==> src/rtl/demux_lane_pkg.sv <==
// Shared sizes and lane state encoding for the 1-to-32 lane distributor.
package demux_lane_pkg;

    localparam int SEL_W      = 5;
    localparam int DATA_W     = 2;
    localparam int NUM_LANES  = 2 ** SEL_W;
    localparam int DROP_CNT_W = 8;

    typedef enum logic {
        EMPTY = 1'b0,
        FULL  = 1'b1
    } lane_state_t;

endpackage

==> src/rtl/demux_lane_slot.sv <==
// One-entry output buffer for a single lane.
//
//   state | meaning
//   ------+---------------------------------------------
//   EMPTY | no symbol held, valid low
//   FULL  | symbol held in data_q, valid high until popped
//
// A push in the same cycle as a pop keeps the slot FULL with new data,
// so a lane with a ready consumer sustains one symbol per cycle.
// data_out is not cleared on pop; it simply holds the last symbol.
module demux_lane_slot
    import demux_lane_pkg::*;
#(
    parameter int DW = demux_lane_pkg::DATA_W
) (
    input  logic          clk,
    input  logic          rst_n,
    input  logic          push,
    input  logic          pop,
    input  logic [DW-1:0] data_in,
    output logic          valid,
    output logic [DW-1:0] data_out
);

    lane_state_t   state_q, state_d;
    logic [DW-1:0] data_q, data_d;

    // State and data registers, emptied asynchronously on reset.
    always_ff @(posedge clk or negedge rst_n) begin
        if (!rst_n) begin
            state_q <= EMPTY;
            data_q  <= '0;
        end else begin
            state_q <= state_d;
            data_q  <= data_d;
        end
    end

    // Next state: push wins over pop so pop+push stays FULL.
    always_comb begin
        state_d = state_q;
        data_d  = data_q;
        unique case (state_q)
            EMPTY: begin
                if (push) begin
                    state_d = FULL;
                    data_d  = data_in;
                end
            end
            FULL: begin
                if (push) begin
                    data_d = data_in;
                end else if (pop) begin
                    state_d = EMPTY;
                end
            end
            default: state_d = EMPTY;
        endcase
    end

    assign valid    = (state_q == FULL);
    assign data_out = data_q;

endmodule

==> src/rtl/demux_lane_router.sv <==
// 1-to-NUM_LANES distributor: routes each accepted symbol to the lane picked
// by in_sel. Symbols aimed at unpopulated lanes are dropped and counted
// rather than stalling the input stream.
module demux_lane_router
    import demux_lane_pkg::*;
#(
    parameter int SEL_W     = demux_lane_pkg::SEL_W,
    parameter int DATA_W    = demux_lane_pkg::DATA_W,
    parameter int NUM_LANES = demux_lane_pkg::NUM_LANES
) (
    input  logic                        clk,
    input  logic                        rst_n,
    input  logic                        in_valid,
    output logic                        in_ready,
    input  logic [SEL_W-1:0]            in_sel,
    input  logic [DATA_W-1:0]           in_data,
    input  logic [NUM_LANES-1:0]        lane_en,
    output logic [NUM_LANES-1:0]        out_valid,
    output logic [NUM_LANES*DATA_W-1:0] out_data,
    input  logic [NUM_LANES-1:0]        out_ready,
    output logic [DROP_CNT_W-1:0]       drop_cnt,
    output logic                        err,
    output logic [SEL_W-1:0]            err_sel,
    input  logic                        err_clr
);

    logic                  accept;
    logic                  drop;
    logic [NUM_LANES-1:0]  push_vec;
    logic [NUM_LANES-1:0]  pop_vec;

    logic [DROP_CNT_W-1:0] drop_cnt_q, drop_cnt_d;
    logic                  err_q, err_d;
    logic [SEL_W-1:0]      err_sel_q, err_sel_d;

    // Only the selected lane can stall the input; a disabled lane never does
    // because its traffic is discarded.
    assign in_ready = !lane_en[in_sel] || !out_valid[in_sel] || out_ready[in_sel];
    assign accept   = in_valid && in_ready;
    assign drop     = accept && !lane_en[in_sel];

    for (genvar i = 0; i < NUM_LANES; i++) begin : g_lane
        assign push_vec[i] = accept && (in_sel == SEL_W'(i)) && lane_en[i];
        assign pop_vec[i]  = out_valid[i] && out_ready[i];

        demux_lane_slot #(
            .DW (DATA_W)
        ) u_slot (
            .clk      (clk),
            .rst_n    (rst_n),
            .push     (push_vec[i]),
            .pop      (pop_vec[i]),
            .data_in  (in_data),
            .valid    (out_valid[i]),
            .data_out (out_data[DATA_W*i +: DATA_W])
        );
    end

    // Drop bookkeeping: clear beats a same-cycle drop, counter saturates.
    always_comb begin
        drop_cnt_d = drop_cnt_q;
        err_d      = err_q;
        err_sel_d  = err_sel_q;
        if (err_clr) begin
            drop_cnt_d = '0;
            err_d      = 1'b0;
            err_sel_d  = '0;
        end else if (drop) begin
            if (drop_cnt_q != '1) begin
                drop_cnt_d = drop_cnt_q + DROP_CNT_W'(1);
            end
            err_d     = 1'b1;
            err_sel_d = in_sel;
        end
    end

    // Drop status registers.
    always_ff @(posedge clk or negedge rst_n) begin
        if (!rst_n) begin
            drop_cnt_q <= '0;
            err_q      <= 1'b0;
            err_sel_q  <= '0;
        end else begin
            drop_cnt_q <= drop_cnt_d;
            err_q      <= err_d;
            err_sel_q  <= err_sel_d;
        end
    end

    assign drop_cnt = drop_cnt_q;
    assign err      = err_q;
    assign err_sel  = err_sel_q;

endmodule

==> config.mk <==
export PLATFORM = sky130hd
export DESIGN_NAME = demux_lane_router
export DESIGN_NICKNAME = d
export VERILOG_FILES = /design/src/rtl/demux_lane_pkg.sv /design/src/rtl/demux_lane_slot.sv /design/src/rtl/demux_lane_router.sv
export SDC_FILE = /design/constraint.sdc
export NUM_CORES = 1
export LEC_CHECK = 0
export CORE_ASPECT_RATIO = 1.1
export CORE_UTILIZATION = 45
export CTS_BUF_LIST = sky130_fd_sc_hd__clkbuf_4
export DETAILED_ROUTE_END_ITERATION = 12
export GPL_TIMING_DRIVEN = 0
export PLACE_DENSITY = 0.89
export SKIP_LAST_GASP = 1
export SYNTH_ARGS = -nofsm -noshare
export SYNTH_HDL_FRONTEND = slang
export SYNTH_SLANG_ARGS = --single-unit
export TNS_END_PERCENT = 20
==> constraint.sdc <==
create_clock -name clk -period 3.1 [get_ports clk]
set_clock_uncertainty 0.05 [all_clocks]
set_input_delay 0.31 -clock clk [delete_from_list [all_inputs] [get_ports clk]]
set_output_delay 0.31 -clock clk [all_outputs]
set_load 0.1 [all_outputs]
# Word-level counts from Yosys, hierarchy flattened

Index checks and enable logic that the tools add are counted.

Output and inout bits: 111
Input port bits: 75
Word-level logic and storage cells: 412
Register bits after elaboration: 110

Equality and inequality tests: 32
Add/subtract/negate cells: 1
Order comparisons: 1
Reduce and logical (&&, ||, !) cells: 106
Muxes and demuxes: 173
Bitwise gates (word level): 32

Operators with widths:

| cell                                                | number |
|---|---|
| two-way mux 1 bit                                   | 101 |
| logical AND 1 bit                                   | 98 |
| equality test 5 bit, second input constant          | 16 |
| two-way mux 2 bit                                   | 32 |
| one-hot mux 1 bit (2 select lines)                  | 32 |
| equality test 5 x 4 -> 1 bit, second input constant | 8 |
| inverter 1 bit                                      | 32 |
| two-way mux 8 bit                                   | 3 |
| equality test 5 x 3 -> 1 bit, second input constant | 4 |
| binary-select mux 1 bit (select 5 bit)              | 3 |
| equality test 5 x 2 -> 1 bit, second input constant | 2 |
| two-way mux 5 bit                                   | 2 |
| adder 8 x 1 -> 8 bit, second input constant         | 1 |
| != test 8 bit, second input constant                | 1 |
| < comparator 5 x 6 -> 1 bit, second input constant  | 1 |
| equality test 5 x 1 -> 1 bit, second input constant | 1 |
| logical NOT 5 bit                                   | 1 |
| nonzero test 2 bit                                  | 2 |
| logical NOT 1 bit                                   | 2 |
| logical OR 1 bit                                    | 2 |
| AND reduction 2 bit                                 | 1 |

# Logic depth before layout (Yosys ltp)

Word-level depth: 10
Gate-level depth with buffers: 10

# Modules after synthesis

A second synthesis with hierarchy kept.

Cell total of the unflattened synthesis: 526
Area, all modules: 5753.0 µm²

By module, submodules not included:

| module            | cells each | area an instance (µm²) | seq. area each (µm²) | times used |
|---|---|---|---|---|
| demux_lane_slot   | 7          | 110.1                  | 75.1                 | 32 |
| demux_lane_router | 302        | 2229.6                 | 350.3                | 1 |

# Worst setup path after synthesis

Ideal clock, no wire load.

Path kind: in2out
Start: in in_sel[1]
End: out in_ready
Data required time: 2.740 ns
Arrival time: 3.556 ns
Path buffers: 3
Cell stages on the path: 8
Path slack: -0.816 ns
Path through: buf_2 > mux4_2 > mux4_2 > o211ai_2 > nor4b_2 > buf_6 > buf_2 > a31oi_1

Word-level cells in the longest chain between the ends: 5
Elaborated cells on any way between the ends: 10

RTL lines:

| what                                    | RTL line                | text |
|---|---|---|
| start: declaration                      | demux_lane_router.sv:15 | `input logic [SEL_W-1:0] in_sel,` |
| binary-select mux 1 bit (select 5 bit)  | demux_lane_router.sv:38 | `assign in_ready = !lane_en[in_sel] \|\| !out_valid[in_sel] \|\| out_ready[in_sel];` |
| two-way mux 1 bit (implied by the code) | demux_lane_router.sv:38 |  |
| logical NOT 1 bit                       | demux_lane_router.sv:38 |  |
| logical OR 1 bit                        | demux_lane_router.sv:38 |  |
| logical OR 1 bit (*)                    | demux_lane_router.sv:38 |  |
| end: declaration                        | demux_lane_router.sv:14 | `output logic in_ready,` |

Mark *: on every way between the ends. The rest lies on a longest branch, timed or not. The select of a mux whose other input is x is not followed.

# Worst setup path after layout

Start: in lane_en[13]
End: out in_ready

Word-level cells in the longest chain between the ends: 5

RTL lines:

| what                                    | RTL line                | text |
|---|---|---|
| start: declaration                      | demux_lane_router.sv:17 | `input logic [NUM_LANES-1:0] lane_en,` |
| binary-select mux 1 bit (select 5 bit)  | demux_lane_router.sv:38 |  |
| two-way mux 1 bit (implied by the code) | demux_lane_router.sv:38 |  |
| logical NOT 1 bit                       | demux_lane_router.sv:38 |  |
| logical OR 1 bit (2 in a row)           | demux_lane_router.sv:38 |  |

No other way between the ends. The select of a mux whose other input is x is not followed.

==> metrics.cfg <==
[sta]
rsz0062_at_grt=false
post-route-min-period_ps=2983
timing.final.crit_share_pct=96.24
worst_slew_pin_slew_ps=1045
hold_viol=0
slew_violations=0
relSlewSlack_pct=30.10
hold_ws_ps=325.6
fmax_ghz=0.3352
setup_viol=0

[drt]
avgViaCountPerCell=5.645
dr.first_iter.drc_count=316
drc_errors=0
routed_wl_um=17170
num_vias=4595
wire_per_inst_um=21.09
drt_pass1_iterations=6
ant_nets=0

[placement]
numPortBuffers=180
dp.cells=799
dpl.hpwl_um=13430
globalplace.congestion=0.9143
place_area_mm2=0.007517

[power_and_ir_drop]
p_int_mw=2.328
powerDensity_mw_per_mm2=530.4
vdd_drop_max_uv=457.2
switching_power_mw=1.760
clock_power_share_pct=19.4
leakagePower_nw=3.411
seqPwrFrac_pct=39.9
p_comb_share_pct=40.7
switching_share_pct=43.05
finalPower_mw=4.088

[floorplanning]
die_w_um=107.3
io_pins=186
fp.dieH_um=117.8
core_area_mm2=0.01170
num_rows=41
die_area_mm2=0.01264
start_util_pct=46.92

[clocking]
clock_sinks=110
cts_max_path_buffers=2
cts_made_buffers=9
ctsRootBufferMaster=clkbuf_4
path_clk_slew_ps=160
htree_levels=3
cts_tree=done
clkLatencyLatePin_ps=470

[worst_hold_path]
hp-start=in_data[0]
min_path_cells=2
hp-class=in2reg
hold_end=g_lane[17].u_slot.data_out[0]

[synth]
avgSynthCellArea_um2=11.73
synth_nets=544
syn_inst=468
yosys.area.top_type=dfrtp_1
syn_area_mm2=0.005488
synth.top_cell.area_share_pct=50.16
ys_seq_area_share_pct=50.16
yosysWarnings=0
ys_top_cells_by_area=dfrtp_1 (50%), mux2_2 (11%), mux4_2 (6.6%)
ys_ff_latch=110
synth_edf_count=0
synth_ff_type=dfrtp_1
postSynth.asyncResetShare_pct=100.0
ys_types=52

[critical_path]
critPathArrivalTime_ps=2620
path_class=in2out
worstSetupEndpointType=primary output
reg2reg_slack_ps=460
r2r-start=g_lane[11].u_slot.valid
r2r-end=g_lane[5].u_slot.data_out[1]
reg2reg_depth=7
cp_max_fo=19
cp-start-kind=primary input
worstPathRequired_ps=2740

[global_route]
antenna_found_initial=0
overflow=0
grt_use_total_pct=28.36
grt_pass1_wl_um=26970
grt_pass1_vias=4878
grt_max_degree=58

[finish]
antenna_cells=0
fin_cells=814
area.growth.synth_to_final_pct=40.45
n_fill_cell=894
drive_gt1_share_pct=21.54
final_area_mm2=0.007707
nets=736

[run]
drv_cap=0

[outcome]
status=finished, final reports clean

[layout by cell type, fill, tap and decap left out, drive strengths merged, types with 4 or more instances in the layout]
master	netlist	routed
and2	5	5
and3	4	4
buf	41	44
clkbuf	14	22
clkdlybuf4s50	0	177
dfrtp	110	110
inv	18	18
mux2	57	57
mux2i	9	9
mux4	16	16
nand2	19	19
nand2b	18	18
nand3	19	19
nand3b	4	4
nand4	10	10
nor2	31	31
nor2b	16	16
nor3	5	5
o21ai	14	14
o22ai	7	7
o2bb2ai	6	6
[power groups by stage]
stage                     logic (mW)  clock network, mW  registers [mW]
after floorplan                0.295                  0            2.53
after global placement          1.63                  0            1.65
after CTS                       1.67              0.808            1.63
final                           1.66              0.792            1.63
after global routing            1.71              0.854            1.65
after detailed placement        1.66                  0            1.66
[state kept, by name, indices dropped and copies added (netlist names)]
register / flops
g_lane.u_slot.data_out: 64
g_lane.u_slot.valid: 32
drop_cnt: 8
err_sel: 5
err: 1
[cell families (layout without fill, tap and decap cells)]
group | after synthesis | after routing | share of synthesized area [%]
xor gates and xnor gates | 5 | 5 | 0.7981
adders and majority gates | 1 | 1 | 0.2280
and+or+nand+nor | 147 | 147 | 14.73
AOI/OAI and AO/OA | 50 | 50 | 6.567
buffers and inverters | 73 | 269 | 7.478
DFF | 110 | 110 | 50.16
muxes | 82 | 82 | 20.04
[cell usage after synthesis (all sizes together), types with 4 or more instances]
cell     number
nand2b       18
nor3          5
nor2         31
mux4         16
dfrtp       110
nor2b        16
nand2        19
nand3        19
nand4        10
mux2         57
inv          18
nand3b        4
o21ai        14
o22ai         7
and3          4
o2bb2ai       6
buf          41
mux2i         9
and2          5
clkbuf       14
[through the flow]
step                      utilization (%)  setup TNS (ps)  worst slack, ps
after floorplan                         -               0            118.5
after global placement              64.06         -268700            -2250
after detailed placement            64.27          -27450            -1524
after CTS                           65.90               0            138.3
after global routing                65.90               0            3.363
final                               65.90               0            116.5
[layer usage]
layer  routed length, um  part of all wire [%]  vias up  track usage, %
met5                   0                     0        -               0
met4                 614                   3.6        0           14.30
met3                1249                   7.3       46           5.703
met2                8730                    51      222           47.50
met1                6572                    38     2302           34.49
li1                    -                     -     2025               -
[worst max-delay path, stage by stage]
cell	delay, ps
clkdlybuf4s50_1	480
mux4_2	500
mux4_2	530
o211ai_2	150
nor4b_4	100
buf_6	190
a31oi_4	170
buf_12	190
[repair_timing]
action	4_1_cts	5_1_grt
gates resized for setup	15	0
setup buffers	1	0
endpoints found under the hold margin	53	0
endpoints found under the setup margin	9	0
hold buffers	1	0
[final cells by class]
class / instances / area (um^2) / share of cell area, %
timing repair buffer: 183 / 1853 / 24.04
buffer: 53 / 339.1 / 4.399
clock buffer: 9 / 67.56 / 0.8766
sequential: 110 / 2753 / 35.71
tap: 150 / 187.7 / 2.435
clock inverter: 6 / 87.58 / 1.136
inverter: 18 / 67.56 / 0.8766
multi-input combinational: 285 / 2352 / 30.52
[how the worst max path moves through the flow]
stage / cells after the start / start / endpoint
after floorplan: 8 / in_sel[1] / in_ready
after global placement: 1 / rst_n / g_lane[24].u_slot.data_out[0]
after detailed placement: 8 / in_sel[3] / in_ready
after CTS: 8 / lane_en[13] / in_ready
after global routing: 9 / in_sel[1] / in_ready
final: 8 / lane_en[13] / in_ready
Note: power is estimated with default switching activity, not from simulation.
